### src/rtl/model_state_feedback_matrix_update_if.sv
// model_state_feedback_matrix_update_if: start/ready control plus matrix word streams in and out
interface model_state_feedback_matrix_update_if #(
  parameter int DATA_SIZE = 16
) ();
  logic                 start;
  logic                 ready;
  logic                 data_in_enable;
  logic [DATA_SIZE-1:0] data_in;
  logic                 data_in_ready;
  logic                 data_out_enable;
  logic [DATA_SIZE-1:0] data_out;
  modport slave (
    input  start, data_in_enable, data_in,
    output ready, data_in_ready, data_out_enable, data_out
  );
  modport master (
    output start, data_in_enable, data_in,
    input  ready, data_in_ready, data_out_enable, data_out
  );
endinterface

### src/rtl/model_state_feedback_matrix_update.sv
// model_state_feedback_matrix_update: streams B and K, then emits A - B*K one element at a time
module model_state_feedback_matrix_update #(
  parameter int DATA_SIZE = 16,
  parameter int FRAC_SIZE = 8,
  parameter int SIZE_N    = 4,
  parameter int SIZE_P    = 2
) (
  input logic                              clk_i,
  input logic                              rst_ni,
  model_state_feedback_matrix_update_if.slave bus_if
);
  localparam int NP = SIZE_N * SIZE_P;
  localparam int CW = NP > 1 ? $clog2(NP) : 1;
  localparam int IW = SIZE_N > 1 ? $clog2(SIZE_N) : 1;
  localparam int KW = SIZE_P > 1 ? $clog2(SIZE_P) : 1;
  typedef enum logic [2:0] {IDLE, LOAD_B, LOAD_K, LOAD_A, MAC, EMIT, DONE} state_e;
  state_e               state_q, state_d;
  logic [DATA_SIZE-1:0] b_mem [2**CW];
  logic [DATA_SIZE-1:0] k_mem [2**CW];
  logic [CW-1:0]        cnt_q, cnt_d, b_idx, k_idx;
  logic [IW-1:0]        i_q, i_d, j_q, j_d;
  logic [KW-1:0]        k_q, k_d;
  logic [DATA_SIZE-1:0] acc_q, acc_d, dout_q, dout_d, term;
  logic                 doe_q, doe_d, rdy_q, rdy_d;
  logic                 in_rdy, take, we_b, we_k;
  assign in_rdy                 = state_q inside {LOAD_B, LOAD_K, LOAD_A};
  assign take                   = bus_if.data_in_enable && in_rdy;
  assign bus_if.data_in_ready   = in_rdy;
  assign bus_if.data_out_enable = doe_q;
  assign bus_if.data_out        = dout_q;
  assign bus_if.ready           = rdy_q;
  assign b_idx = CW'(int'(i_q) * SIZE_P + int'(k_q));
  assign k_idx = CW'(int'(k_q) * SIZE_N + int'(j_q));
  // full-width signed product, arithmetic shift back to Q format, then truncate
  assign term = DATA_SIZE'(((2*DATA_SIZE)'($signed(b_mem[b_idx])) *
                            (2*DATA_SIZE)'($signed(k_mem[k_idx]))) >>> FRAC_SIZE);
  always_comb begin
    state_d = state_q;
    cnt_d   = cnt_q;
    i_d     = i_q;
    j_d     = j_q;
    k_d     = k_q;
    acc_d   = acc_q;
    dout_d  = dout_q;
    doe_d   = 1'b0;
    rdy_d   = 1'b0;
    we_b    = 1'b0;
    we_k    = 1'b0;
    case (state_q)
      IDLE: begin
        state_d = bus_if.start ? LOAD_B : IDLE;
        cnt_d   = '0;
        i_d     = '0;
        j_d     = '0;
      end
      LOAD_B: if (take) begin
        we_b    = 1'b1;
        cnt_d   = cnt_q == CW'(NP - 1) ? '0 : cnt_q + CW'(1);
        state_d = cnt_q == CW'(NP - 1) ? LOAD_K : LOAD_B;
      end
      LOAD_K: if (take) begin
        we_k    = 1'b1;
        cnt_d   = cnt_q == CW'(NP - 1) ? '0 : cnt_q + CW'(1);
        state_d = cnt_q == CW'(NP - 1) ? LOAD_A : LOAD_K;
        i_d     = '0;
        j_d     = '0;
      end
      LOAD_A: if (take) begin
        acc_d   = bus_if.data_in;
        k_d     = '0;
        state_d = MAC;
      end
      MAC: begin
        acc_d   = acc_q - term;
        k_d     = k_q + KW'(1);
        state_d = k_q == KW'(SIZE_P - 1) ? EMIT : MAC;
      end
      EMIT: begin
        dout_d  = acc_q;
        doe_d   = 1'b1;
        j_d     = j_q == IW'(SIZE_N - 1) ? '0 : j_q + IW'(1);
        i_d     = j_q == IW'(SIZE_N - 1) ? i_q + IW'(1) : i_q;
        state_d = (i_q == IW'(SIZE_N - 1) && j_q == IW'(SIZE_N - 1)) ? DONE : LOAD_A;
      end
      DONE: begin
        rdy_d   = 1'b1;
        state_d = IDLE;
      end
      default: state_d = IDLE;
    endcase
  end
  always_ff @(posedge clk_i or negedge rst_ni) begin
    if (!rst_ni) begin
      state_q <= IDLE;
      cnt_q   <= '0;
      i_q     <= '0;
      j_q     <= '0;
      k_q     <= '0;
      acc_q   <= '0;
      dout_q  <= '0;
      doe_q   <= 1'b0;
      rdy_q   <= 1'b0;
    end else begin
      state_q <= state_d;
      cnt_q   <= cnt_d;
      i_q     <= i_d;
      j_q     <= j_d;
      k_q     <= k_d;
      acc_q   <= acc_d;
      dout_q  <= dout_d;
      doe_q   <= doe_d;
      rdy_q   <= rdy_d;
    end
  end
  // coefficient storage is deliberately left unreset; every operation reloads it
  always_ff @(posedge clk_i) begin
    if (we_b) b_mem[cnt_q] <= bus_if.data_in;
    if (we_k) k_mem[cnt_q] <= bus_if.data_in;
  end
endmodule

### src/flat_wrapper.sv
// flat-port wrapper written by rule: the top's interface ports become plain ports
module model_state_feedback_matrix_update_flat 
#(
  parameter int DATA_SIZE = 16,
  parameter int FRAC_SIZE = 8,
  parameter int SIZE_N    = 4,
  parameter int SIZE_P    = 2
)
  (clk_i, rst_ni, bus_if_start, bus_if_data_in_enable, bus_if_data_in, bus_if_ready, bus_if_data_in_ready, bus_if_data_out_enable, bus_if_data_out);
  model_state_feedback_matrix_update_if #(.DATA_SIZE(DATA_SIZE)) bus_if_i ();
  input logic clk_i;
  input logic rst_ni;
  input wire logic [$bits(bus_if_i.start)-1:0] bus_if_start;
  input wire logic [$bits(bus_if_i.data_in_enable)-1:0] bus_if_data_in_enable;
  input wire logic [$bits(bus_if_i.data_in)-1:0] bus_if_data_in;
  output wire logic [$bits(bus_if_i.ready)-1:0] bus_if_ready;
  output wire logic [$bits(bus_if_i.data_in_ready)-1:0] bus_if_data_in_ready;
  output wire logic [$bits(bus_if_i.data_out_enable)-1:0] bus_if_data_out_enable;
  output wire logic [$bits(bus_if_i.data_out)-1:0] bus_if_data_out;
  assign bus_if_i.start = bus_if_start;
  assign bus_if_i.data_in_enable = bus_if_data_in_enable;
  assign bus_if_i.data_in = bus_if_data_in;
  assign bus_if_ready = bus_if_i.ready;
  assign bus_if_data_in_ready = bus_if_i.data_in_ready;
  assign bus_if_data_out_enable = bus_if_i.data_out_enable;
  assign bus_if_data_out = bus_if_i.data_out;
  model_state_feedback_matrix_update #(.DATA_SIZE(DATA_SIZE), .FRAC_SIZE(FRAC_SIZE), .SIZE_N(SIZE_N), .SIZE_P(SIZE_P)) u_core (.clk_i(clk_i), .rst_ni(rst_ni), .bus_if(bus_if_i));
endmodule
### config.mk
export PLATFORM = sky130hd
export DESIGN_NAME = model_state_feedback_matrix_update_flat
export DESIGN_NICKNAME = d
export VERILOG_FILES = /design/src/rtl/model_state_feedback_matrix_update_if.sv /design/src/rtl/model_state_feedback_matrix_update.sv /design/src/flat_wrapper.sv
export SDC_FILE = /design/constraint.sdc
export NUM_CORES = 1
export LEC_CHECK = 0
export ABC_AREA = 0
export CAP_MARGIN = 25
export CORE_ASPECT_RATIO = 0.75
export CORE_UTILIZATION = 63
export CTS_BUF_LIST = sky130_fd_sc_hd__clkbuf_16
export CTS_CLUSTER_SIZE = 40
export DETAILED_ROUTE_END_ITERATION = 16
export PLACE_DENSITY = 0.89
export SLEW_MARGIN = 0
export SYNTH_ARGS = -nofsm -noshare
export SYNTH_HDL_FRONTEND = slang
export SYNTH_SLANG_ARGS = --single-unit
### constraint.sdc
create_clock -name clk_i -period 11.5 [get_ports clk_i]
set_clock_uncertainty 0.1 [all_clocks]
set_input_delay 1.15 -clock clk_i [delete_from_list [all_inputs] [get_ports clk_i]]
set_output_delay 1.15 -clock clk_i [all_outputs]
set_load 0.02 [all_outputs]
# Yosys cells after proc, flatten, opt, wreduce, memory -nomap -nowiden

Memories as Yosys holds them, arrays and structs flattened.
Cells that the tools add are included.

Register bits after elaboration: 45
Latch bits: 0
RAM bits: 256
Bits in read-only memories: 0
Input port bits: 20
Output and inout port bits: 19
Memories kept: 2

Add/subtract/negate cells: 7
Multiply operators: 1
Div/mod/pow operators: 0
Order comparisons: 0
Eq/ne operators: 14
Shifts and indexed selects: 0
Mux-type cells: 30
Bitwise logic cells: 0
Reductions and logical operators: 13

Memories:

| name         | words | bits a word | read ports | clocked after memory_dff | write ports | RTL line                                 | text |
|---|---|---|---|---|---|---|---|
| u_core.b_mem | 8     | 16          | 1          | 0                        | 1           | model_state_feedback_matrix_update.sv:18 | `logic [DATA_SIZE-1:0] b_mem [2**CW];` |
| u_core.k_mem | 8     | 16          | 1          | 0                        | 1           | model_state_feedback_matrix_update.sv:19 | `logic [DATA_SIZE-1:0] k_mem [2**CW];` |

Operators with widths:

| operator                                                                | number |
|---|---|
| 16-bit one-hot mux with 2 select lines                                  | 1 |
| 16-bit by 16-bit multiplier with 24-bit output                          | 1 |
| 3-bit two-way mux                                                       | 6 |
| 3-bit one-hot mux with 6 select lines                                   | 1 |
| 16-bit two-way mux                                                      | 1 |
| 16-bit subtractor                                                       | 1 |
| 1-bit two-way mux                                                       | 13 |
| 3-bit equality test, second input constant                              | 4 |
| 2-bit one-hot mux with 3 select lines                                   | 2 |
| 2-bit by 1-bit inequality test with 1-bit output, second input constant | 5 |
| 2-bit two-way mux                                                       | 4 |
| 3-bit by 2-bit equality test with 1-bit output, second input constant   | 2 |
| 3-bit one-hot mux with 2 select lines                                   | 1 |
| 2-bit AND reduction                                                     | 3 |
| 3-bit AND reduction                                                     | 2 |
| 3-bit nonzero test                                                      | 2 |
| 2-bit by 1-bit adder with 2-bit output, second input constant           | 2 |
| 2-bit equality test, second input constant                              | 2 |
| 2-bit nonzero test                                                      | 2 |
| 3-bit by 1-bit adder with 3-bit output                                  | 1 |
| 3-bit by 1-bit adder with 3-bit output, second input constant           | 1 |
| 3-bit by 2-bit adder with 3-bit output                                  | 1 |
| 3-bit by 1-bit equality test with 1-bit output, second input constant   | 1 |
| 3-bit zero test                                                         | 1 |
| other kinds (4)                                                         | 5 |

# Longest topological paths before layout

Gate-level depths: netlist of the first run.

Word-level depth: 7
Mapped depth: 40
Depth with buffers taken out: 35

# Least setup slack after synthesis of the first run

OpenSTA, ideal clock, no wires.

Path kind: register -> register
Start: register u_core.j_q[0]
End: register u_core.acc_q[15]
Library setup time: 0.132 ns
Data arrival time: 8.736 ns
Data required time: 11.268 ns
Setup slack: 2.532 ns
Cell stages (with the launch flop): 37
Cells stage by stage: dfrtp_1 buf_6 buf_6 buf_6 buf_1 mux4_2 mux2i_1 clkbuf_1 nor2_1 fa_1 inv_1 fa_1 fa_1 inv_1 fa_1 fa_1 inv_1 fa_1 inv_1 ha_1 nand2_1 o211ai_1 a21boi_0 a211oi_1 and2_1 nor2_1 o21bai_1 xnor2_1 ha_1 nor4_1 nand2_1 o41ai_1 a21oi_1 a221oi_1 o21ai_0 xnor2_1 o21ai_1

Word-level cells in the longest chain between the ends: 5

RTL lines:

| element                                        | RTL line                                  | text |
|---|---|---|
| start: declaration                             | model_state_feedback_matrix_update.sv:21  | `logic [IW-1:0] i_q, i_d, j_q, j_d;` |
| start signal: assignment                       | model_state_feedback_matrix_update.sv:107 | `j_q <= j_d;` |
| 3-bit by 2-bit adder with 3-bit output         | model_state_feedback_matrix_update.sv:33  | `assign k_idx = CW'(int'(k_q) * SIZE_N + int'(j_q));` |
| memory read 8 x 16 bit                         | --                                        |  |
| 16-bit by 16-bit multiplier with 24-bit output | model_state_feedback_matrix_update.sv:35  | `assign term = DATA_SIZE'(((2*DATA_SIZE)'($signed(b_mem[b_idx])) *` |
| 16-bit subtractor                              | model_state_feedback_matrix_update.sv:74  | `acc_d = acc_q - term;` |
| 16-bit one-hot mux with 2 select lines         | model_state_feedback_matrix_update.sv:49  | `case (state_q)` |
| end signal: assignment                         | model_state_feedback_matrix_update.sv:99  | `acc_q <= '0;` |
| end signal: assignment                         | model_state_feedback_matrix_update.sv:109 | `acc_q <= acc_d;` |
| end: declaration                               | model_state_feedback_matrix_update.sv:23  | `logic [DATA_SIZE-1:0] acc_q, acc_d, dout_q, dout_d, term;` |

No other way between the ends.
A chain may end at the register's enable or synchronous reset.

# Final worst setup path of the first run

Start: register u_core.k_q
End: register u_core.acc_q[15]

Word-level cells in the longest chain between the ends: 5

RTL lines:

| element                                                                                                 | RTL line                                                                           | text |
|---|---|---|
| start: declaration                                                                                      | model_state_feedback_matrix_update.sv:22                                           | `logic [KW-1:0] k_q, k_d;` |
| start signal: assignment                                                                                | model_state_feedback_matrix_update.sv:108                                          | `k_q <= k_d;` |
| 3-bit by 1-bit adder with 3-bit output / 3-bit by 2-bit adder with 3-bit output (equally long branches) | model_state_feedback_matrix_update.sv:32, model_state_feedback_matrix_update.sv:33 |  |
| memory read 8 x 16 bit (on tied branches)                                                               | --                                                                                 |  |
| 16-bit by 16-bit multiplier with 24-bit output *                                                        | model_state_feedback_matrix_update.sv:35                                           |  |
| 16-bit subtractor *                                                                                     | model_state_feedback_matrix_update.sv:74                                           |  |
| 16-bit one-hot mux with 2 select lines *                                                                | model_state_feedback_matrix_update.sv:49                                           |  |

Every way passes the cells marked *; elsewhere a longest branch is shown, timed or not.

==> impl_results.md, run 1 <==
* Share of layout cells above drive strength 1 at 0.1089
* Max FO, Critical Path at 58
* ANT cells at 0
* CP Data Required Time at 11.84 ns
* Initial Util at 0.6503
* Nets at 1,949
* Core Box Area at 30,550 um2
* Initial DRC count at 1,391
* Syn. warnings at 0
* Critical path data arrival time at 10.08 ns
* Max Used Layer: met5
* Final Slew Violations at 0
* First-pass GRT wire length at 77,840 um
* Num ports at 39
* Failing checks: DRC
* Top cell type by total area after synthesis: edfxtp_1
* Unrepaired setup endpoints after global routing: no
* Synth Flop Type: edfxtp_1
* Clock latency on the worst-skew pair at 0.57 ns
* Grt total ovfl at 0
* Worst path max stage delay at 1.06 ns
* H-tree levels at 1
* Most frequent CP cell: fa_1
* Overall die area at 32,260 um2
* Layout filler cell count at 1,976
* Met3 WL post-DR at 6894 um
* Synthesized instance count at 1,602
* Slew HR at 0.2989
* Vias/cell at 6.227
* # rows at 55
* CTS tree: built
* WL met2 at 22,440 um
* WL final at 49,910 um
* Vias at 12,890
* CTS buffer count at 29
* Port buffer count at 38
* Post-synth ARST share at 0.1495
* Synth top area cells: edfxtp_1 (39%), fa_1 (19%), mux4_2 (6.6%)
* Inst Count DP at 2,019
* Cts repair resizes at 0
* Post-DP HPWL at 36,300 um
* GRT Total Usage at 0.3248
* Hold crit path type: input port to asynchronous set/reset pin
* Max Fclk at 102.7 MHz
* Net Count, Synth at 1,898
* Area Overhead vs Synth at 9.024%
* Hold bufs inserted after CTS at 0
* Antenna viol nets, final at 0
* # clock sinks at 301
* Setup CP Type: flop to flop
* EDFF count, synth at 256
* Crit end category: flop
* Initial antenna violation count at 0
* Die H at 155.8 um
* Max-cap violations at 0
* Status: complete, but fails checks
* Min Tclk post-route at 9.740 ns
* Wl on met1 at 19,140 um
* Post-CTS setup repair buffer count at 0
* Final hold slack at 0.2998 ns
* Pin count of the biggest net entering global routing at 59
* Setup TNS at 0 ns
* Cell Area, Synth at 19,870 um2
* Worst-margin pin slew at 1.052 ns
* CP startpoint kind: flop
* Worst-path clk slew at 0.07 ns
* Die Wd at 207.1 um
* Avg WL per Cell at 24.11 um
* Vias in the first global route at 13,410
* Most frequent cells in the layout: inv_1 (265), edfxtp_1 (256), nand2_1 (206)
* #FFs+latches synth at 301
* Unique masters post-synth at 67
* First-pass DRT Iterations at 12
* Yosys top cell area share at 0.3869
* CTS Buffer Depth at 3
* GP Congestion at 0.9623
* Syn avg cell area at 12.40 um2
* Commonest non-fill, non-tap cell in the layout: inv_1
* Proportion of synthesized chip area in sequential cells at 0.4436
* CTS root buf: clkbuf_16
* Crit path max-delay cell type: dfrtp_4
* Finished Layout Cells at 2,070
* Hold Vio Cnt, Final at 0
* # setup viols final at 0
* DRC at 1
* Tcrit/Tclk final at 0.8469
-- synthesized netlist by cell type (all sizes together) (20+ instances only) --
cell type	number
o21ai	27
a21oi	26
mux4	58
buf	20
mux2i	25
edfxtp	256
dfrtp	45
inv	259
nor2	144
mux2	23
xnor2	36
fa	187
ha	89
nand2	207
clkbuf	31
-- registers in the layout, indices dropped and copies added (netlist names) --
signal and flops:
u_core.cnt_q 3, u_core.k_mem 128, u_core.k_q 1, u_core.bus_if.data_out 16, u_core.acc_q 16, u_core.i_q 2
u_core.bus_if.data_out_enable 1, u_core.j_q 2, u_core.bus_if.ready 1, u_core.b_mem 128, u_core.state_q 3
-- area by class of cell --
class	count	area (um2)	area share
Timing Repair Buffer	71	639.4	0.02952
Tap cell	399	499.2	0.02305
Sequential cell	301	8818	0.4071
Clock inverter	20	143.9	0.006642
Inverter	260	975.9	0.04505
Clock buffer	29	725.7	0.03350
Multi-Input combinational cell	990	9859	0.4552
-- logic make-up (layout without fill, tap and decap cells) --
group,count (synthesis),count (layout),share of synthesized area
and+or+nand+nor,434,434,0.09244
buffers and inverters,311,380,0.06140
DFF,301,301,0.4436
adders and majority gates,278,278,0.2455
AOI/OAI and AO/OA,123,123,0.04207
muxes,106,106,0.09238
xor gates and xnor gates,49,49,0.02267
-- stage by stage --
stage | cell area [um2] | setup WS, ns | util
2_1_floorplan | 19870 | 2.532 | -
3_3_place_gp | 20760 | 2.150 | 0.6795
3_5_place_dp | 20760 | 1.873 | 0.6795
4_1_cts | 21630 | 1.823 | 0.7079
5_1_grt | 21660 | 1.314 | 0.7090
6_report | 21660 | 1.760 | 0.7090
-- final timing paths --
path	start	end	slack (ns)	cells past startpoint
worst max-delay path	u_core.k_q	u_core.acc_q[15]	1.76	31
worst min-delay path	rst_ni	u_core.bus_if.data_out[11]	0.30	1
worst max register to register	u_core.k_q	u_core.acc_q[15]	1.76	31
worst min register to register	u_core.bus_if.data_out[4]	u_core.bus_if.data_out[4]	0.38	2
max in group asynchronous	rst_ni	u_core.j_q[0]	10.53	2
min in group clk_i	u_core.bus_if.data_out[4]	u_core.bus_if.data_out[4]	0.38	2
-- worst max-delay path, delay by kind of cell, from the launching register on --
| family | cells | cell delay (ns) |
|---|---|---|
| AO/OA/AOI/OAI | 9 | 1.99 |
| XOR/XNOR | 2 | 0.27 |
| adder cells (fa/ha/maj) | 8 | 3.52 |
| buffers and inverters | 4 | 0.60 |
| flip-flops | 1 | 1.06 |
| AND/OR/NAND/NOR | 6 | 1.04 |
| multiplexers | 2 | 0.96 |
-- routing by layer --
layer  global-route usage  vias up
met5              0.01349        -
met4              0.08280        2
met3               0.1051      127
met2               0.5034      864
met1               0.4488     6472
li1                     -     5425
Power of run 1 is left out: the tool's default activity adds up to more than one toggle a clock period on the data nets, which glitch-free logic cannot reach.
==> inputs of run 2 (changes only) <==
==> constraint.sdc (replaced) <==
create_clock -name clk_i -period 9.4 [get_ports clk_i]
set_clock_uncertainty 0.1 [all_clocks]
set_input_delay 0.94 -clock clk_i [delete_from_list [all_inputs] [get_ports clk_i]]
set_output_delay 0.94 -clock clk_i [all_outputs]
set_load 0.02 [all_outputs]
==> run 2 against run 1 <==
The flow now finishes without violations. Final area increased by 2.0%. Critical path depth decreased by 2. Via count increased by 1.5%. Final cell count increased by 2.2%. Die area unchanged. Utilization increased by 1.4 points. Setup slack got worse by 1.3 ns. First-iteration DRC count increased by 28%. Global-route usage increased by 1.0 points. Routed wire length increased by 3.9%. Highest routed layer unchanged. Count of clock-buffer cells in the layout unchanged.
==> impl_results.md, run 2 (synthesis gave the netlist of run 1 again) <==
* ANT cells at 0 (unchanged)
* Core Box Area at 30,550 um2 (unchanged)
* WL final at 51,840 um (+3.9%)
* Grt total ovfl at 0 (unchanged)
* DRC at 0 (-1)
* Crit path max-delay cell type: dfrtp_1
* Crit end category: flop
* Slew HR at 0.3006 (+0.001711)
* Worst r2r dst: u_core.acc_q[12]
* Setup CP Type: flop to flop
* Hold Vio Cnt, Final at 0 (unchanged)
* Reg-to-reg startpoint: u_core.i_q[1]
* Die H at 155.8 um (unchanged)
* # setup viols final at 0 (unchanged)
* Most frequent cells in the layout: inv_1 (259), edfxtp_1 (256), nand2_1 (205)
* Nets at 1,991 (+2.2%)
* Initial antenna violation count at 3 (+3)
* Worst setup startpoint: u_core.i_q[1]
* Initial DRC count at 1,774 (+28%)
* Max Fclk at 111.5 MHz (+8.6%)
* Post-DP HPWL at 37,980 um (+4.6%)
* Commonest non-fill, non-tap cell in the layout: inv_1
* Pin count of the biggest net entering global routing at 46 (-22%)
* CTS buffer count at 28 (-3.4%)
* Port buffer count at 38 (unchanged)
* Hold crit path type: input port to asynchronous set/reset pin
* Area Overhead vs Synth at 11.24%
* Clock latency on the worst-skew pair at 0.56 ns (about the same)
* CTS Buffer Depth at 3 (unchanged)
* # clock sinks at 301 (unchanged)
* H-tree levels at 1 (unchanged)
* Min Tclk post-route at 8.972 ns (-0.7676 ns)
* Vias at 13,090 (+1.5%)
* Crit path to: u_core.acc_q[12]
* Status: finished clean
* Layout filler cell count at 1,959 (-0.86%)
* Critical path data arrival time at 9.31 ns (-0.77 ns)
* CP startpoint kind: flop
* # rows at 55 (unchanged)
* Worst-path clk slew at 0.07 ns (about the same)
* Share of layout cells above drive strength 1 at 0.1392 (+0.03028)
* Vias/cell at 6.185 (-0.68%)
* Vias in the first global route at 13,770 (+2.7%)
* GP Congestion at 1.020 (+6.0%)
* Max FO, Critical Path at 13 (-78%)
* CTS root buf: clkbuf_16
* GRT Total Usage at 0.3349 (+0.01013)
* Final hold slack at 0.2386 ns (-0.06122 ns)
* Antenna viol nets, final at 0 (unchanged)
* First-pass DRT Iterations at 8 (-4)
* Most frequent CP cell: fa_1
* Tcrit/Tclk final at 0.9545 (+0.1075)
* Max-cap violations at 0 (unchanged)
* CP Data Required Time at 9.74 ns (-2.10 ns)
* Hold bufs inserted after CTS at 0 (unchanged)
* FF-to-FF setup slack at 0.43 ns (-1.33 ns)
* Worst-margin pin slew at 1.046 ns (-0.005843 ns)
* Worst path max stage delay at 0.66 ns (-0.40 ns)
* CTS tree: built
* Overall die area at 32,260 um2 (unchanged)
* Num ports at 39 (unchanged)
* Final Slew Violations at 0 (unchanged)
* Inst Count DP at 2,049 (+1.5%)
* Reg2Reg Depth at 29 (-6.5%)
* Initial Util at 0.6503 (unchanged)
* Top flop regs: u_core.b_mem x128, u_core.k_mem x128
* Finished Layout Cells at 2,116 (+2.2%)
* Avg WL per Cell at 24.50 um (+1.6%)
* First-pass GRT wire length at 79,990 um (+2.8%)
* Die Wd at 207.1 um (unchanged)
[run 2: worst max-delay path: cells and delay by family, from the launching register on]
family	cells	cell delay [ns]
flip-flops	1	0.66
AND/OR/NAND/NOR	5	1.14
XOR/XNOR	1	0.32
adder cells (fa/ha/maj)	8	3.44
AO/OA/AOI/OAI	11	2.51
buffers and inverters	4	0.68
[run 2: final cells by class]
class | count | area (um2) | area share
tap | 399 | 499.2 | 0.02259
inverter | 260 | 975.9 | 0.04416
timing repair buffer | 114 | 979.7 | 0.04433
sequential | 301 | 8822 | 0.3992
clock inverter | 23 | 216.5 | 0.009793
multi-input combinational | 990 | 9883 | 0.4472
clock buffer | 29 | 725.7 | 0.03283
[run 2: how the worst min path moves through the flow]
stage                                          from                          to  slack [ns]  cells past startpoint
final                                        rst_ni            u_core.acc_q[12]        0.24                      1
after detailed placement  u_core.bus_if.data_out[3]   u_core.bus_if.data_out[3]        0.36                      2
after floorplan                    u_core.acc_q[11]  u_core.bus_if.data_out[11]        0.37                      2
after CTS                 u_core.bus_if.data_out[7]   u_core.bus_if.data_out[7]        0.38                      2
after global routing                         rst_ni  u_core.bus_if.data_out[11]        0.27                      1
after global placement    u_core.bus_if.data_out[2]   u_core.bus_if.data_out[2]        0.36                      2
[run 2: timing repair]
action | CTS | global route
setup endpoints to repair | 0 | 6
buffers inserted | 0 | 14
resized for setup | 0 | 11
[run 2: metrics by stage]
| step | area (um2) | TNS (ns) | utilization | worst slack [ns] |
|---|---|---|---|---|
| floorplan | 19870 | 0 | - | 0.4323 |
| global placement | 20980 | 0 | 0.6867 | 0.4323 |
| detailed placement | 20980 | 0 | 0.6867 | 0.2446 |
| CTS | 21920 | 0 | 0.7176 | 0.1746 |
| global route | 22100 | -0.009898 | 0.7234 | -0.009898 |
| finish | 22100 | 0 | 0.7234 | 0.4280 |
[run 2: layer usage]
metal,part of all wire,GRT usage,vias up
li1,-,-,5511
met1,0.39,0.4757,6560
met2,0.44,0.5064,884
met3,0.14,0.1004,128
met4,0.028,0.09844,4
met5,0.00044,0,-
Power of run 2 is left out for the same reason.
==> inputs of run 3 (changes only) <==
--- a/config.mk
+++ b/config.mk
@@ -8,8 +8,10 @@
 export ABC_AREA = 0
 export CAP_MARGIN = 25
 export CORE_ASPECT_RATIO = 0.75
+export CORE_MARGIN = 3
 export CORE_UTILIZATION = 63
 export CTS_BUF_LIST = sky130_fd_sc_hd__clkbuf_16
+export CTS_CLUSTER_DIAMETER = 200
 export CTS_CLUSTER_SIZE = 40
 export DETAILED_ROUTE_END_ITERATION = 16
 export PLACE_DENSITY = 0.89
==> run 3 against run 2 <==
Non-clock buffer count down 9. Die area up 4.5%. Final cell count decreased by 2.2%. Flip-flop and latch count stayed put. Routed wire length fell by 3.6%. Largest cell class unchanged. Worst hold slack improved by 0.064 ns. Final area decreased by 3.0%. Maximum frequency increased by 1.0%.
==> impl_results.md, run 3 (synthesis gave the netlist of run 1 again) <==
* Status: finished clean
* Finished Layout Cells at 2,069 (-2.2%)
* Max FO, Critical Path at 29 (+16)
* Avg WL per Cell at 24.14 um (-1.4%)
* # setup viols final at 0 (unchanged)
* Initial Util at 0.6488 (-0.001461)
* Worst-margin pin slew at 0.9449 ns (-0.1009 ns)
* CP Data Required Time at 9.71 ns (-0.03 ns)
* Pin count of the biggest net entering global routing at 46 (unchanged)
* Worst-path clk slew at 0.15 ns (+0.08 ns)
* Setup TNS at 0 ns (unchanged)
* Crit end category: flop
* Reg-to-reg startpoint: u_core.k_q
* WL final at 49,950 um (-3.6%)
* ANT cells at 0 (unchanged)
* Port buffer count at 38 (unchanged)
* Initial antenna violation count at 1 (-2)
* CTS Buffer Depth at 3 (unchanged)
* Max-cap violations at 0 (unchanged)
* CTS tree: built
* DRC at 0 (unchanged)
* Hold crit path type: input port to asynchronous set/reset pin
* Max Fclk at 112.6 MHz (+1.0%)
* Die H at 159.8 um (+2.6%)
* # rows at 55 (unchanged)
* Vias at 12,660 (-3.3%)
* Reg2Reg Depth at 30 (+3.4%)
* H-tree levels at 1 (unchanged)
* GRT Total Usage at 0.3063 (-0.02861)
* Commonest non-fill, non-tap cell in the layout: inv_1
* Core Box Area at 30,620 um2 (+0.23%)
* Tcrit/Tclk final at 0.9447 (-0.009732)
* Crit path max-delay cell type: fa_1
* First-pass GRT wire length at 77,860 um (-2.7%)
* Final Slew Violations at 0 (unchanged)
* Clock latency on the worst-skew pair at 0.51 ns (-0.05 ns)
* Overall die area at 33,730 um2 (+4.5%)
* First-pass DRT Iterations at 6 (-2)
* Unrepaired setup endpoints after global routing: no
* Share of layout cells above drive strength 1 at 0.1192 (-0.02003)
* Worst r2r dst: u_core.acc_q[14]
* Antenna viol nets, final at 0 (unchanged)
* Vias in the first global route at 13,610 (-1.2%)
* Critical path data arrival time at 9.19 ns (-0.12 ns)
* Grt total ovfl at 0 (unchanged)
* Hold Vio Cnt, Final at 0 (unchanged)
* FF-to-FF setup slack at 0.52 ns (+0.09 ns)
* GP Congestion at 1.018 (-0.17%)
* Initial DRC count at 1,463 (-18%)
* Most frequent CP cell: fa_1
* Vias/cell at 6.118 (-1.1%)
* Min Tclk post-route at 8.881 ns (-0.09148 ns)
* Final hold slack at 0.3021 ns (+0.06351 ns)
* Nets at 1,965 (-1.3%)
* Area Overhead vs Synth at 7.853%
* Hold bufs inserted after CTS at 0 (unchanged)
* Slew HR at 0.3681 (+0.06747)
* CTS buffer count at 11 (-61%)
* Die Wd at 211.1 um (+1.9%)
* CTS root buf: clkbuf_16
* Post-DP HPWL at 36,930 um (-2.8%)
* # clock sinks at 301 (unchanged)
* Worst path max stage delay at 0.57 ns (-0.09 ns)
* Most frequent cells in the layout: inv_1 (259), edfxtp_1 (256), nand2_1 (205)
* Crit path to: u_core.acc_q[14]
* CP startpoint kind: flop
* Top flop regs: u_core.b_mem x128, u_core.k_mem x128
* Setup CP Type: flop to flop
* Worst setup startpoint: u_core.k_q
* Inst Count DP at 2,040 (-0.44%)
* Num ports at 39 (unchanged)
* Layout filler cell count at 2,032 (+3.7%)
run 3: cell types whose count changed in the layout (fill, tap and decap cells not counted), moves of 2 or more:
cell       before  now
buf_12          1    3
buf_4          73   62
clkinv_2       11    0
and2_1         12    8
bufinv_16       4    0
and2_2          0    4
clkbuf_16      30   11
clkinv_1        5    1
run 3: how the worst min path moves through the flow:
stage	start	to	slack, ns	depth (start not counted)
2_1_floorplan	u_core.acc_q[11]	u_core.bus_if.data_out[11]	0.37	2
3_3_place_gp	u_core.bus_if.data_out[3]	u_core.bus_if.data_out[3]	0.36	2
3_5_place_dp	u_core.bus_if.data_out[3]	u_core.bus_if.data_out[3]	0.36	2
4_1_cts	u_core.bus_if.data_out[3]	u_core.bus_if.data_out[3]	0.40	2
5_1_grt	rst_ni	u_core.bus_if.data_out[6]	0.32	1
6_report	rst_ni	u_core.bus_if.data_out[6]	0.30	1
run 3: critical path, delay by kind of cell (launching register included):
kind                       cells  cell delay (ns)
muxes                          1             0.52
AOI/OAI and AO/OA             12             2.75
and+or+nand+nor                4             0.65
xor gates and xnor gates       1             0.28
buffers and inverters          4             0.59
DFF                            1             0.54
adders and majority gates      8             3.35
run 3: what timing repair did:
action | 4_1_cts | 5_1_grt
setup buffers | 0 | 14
endpoints found under the hold margin | 0 | 0
gates resized for setup | 0 | 14
setup endpoints to repair | 0 | 4
run 3: layer usage:
metal	part of all wire	vias up	GRT usage	wire length, um
li1	-	5433	-	-
met3	0.13	118	0.09741	6355
met1	0.39	6372	0.4395	19690
met5	0	-	0	0
met4	0.039	0	0.1007	1959
met2	0.44	736	0.4531	21950
run 3: layout make-up:
type                    instances  area [um2]  area share
well taps                     399       499.2     0.02330
flip-flops and latches        301        8821      0.4116
inverters                     260       978.4     0.04566
clock inverters                 3       27.53    0.001285
repair buffers                105       939.7     0.04385
multi-input cells             990        9888      0.4614
clock buffers                  11       275.3     0.01285
run 3: stage by stage:
stage	setup slack, ns	instance area [um2]	utilization
after floorplan	0.4323	19870	-
after global placement	0.6290	20940	0.6838
after detailed placement	0.3614	20940	0.6838
after CTS	0.3136	21240	0.6937
after global routing	0.06198	21430	0.6998
final	0.5195	21430	0.6998
Power of run 3 is left out for the same reason.
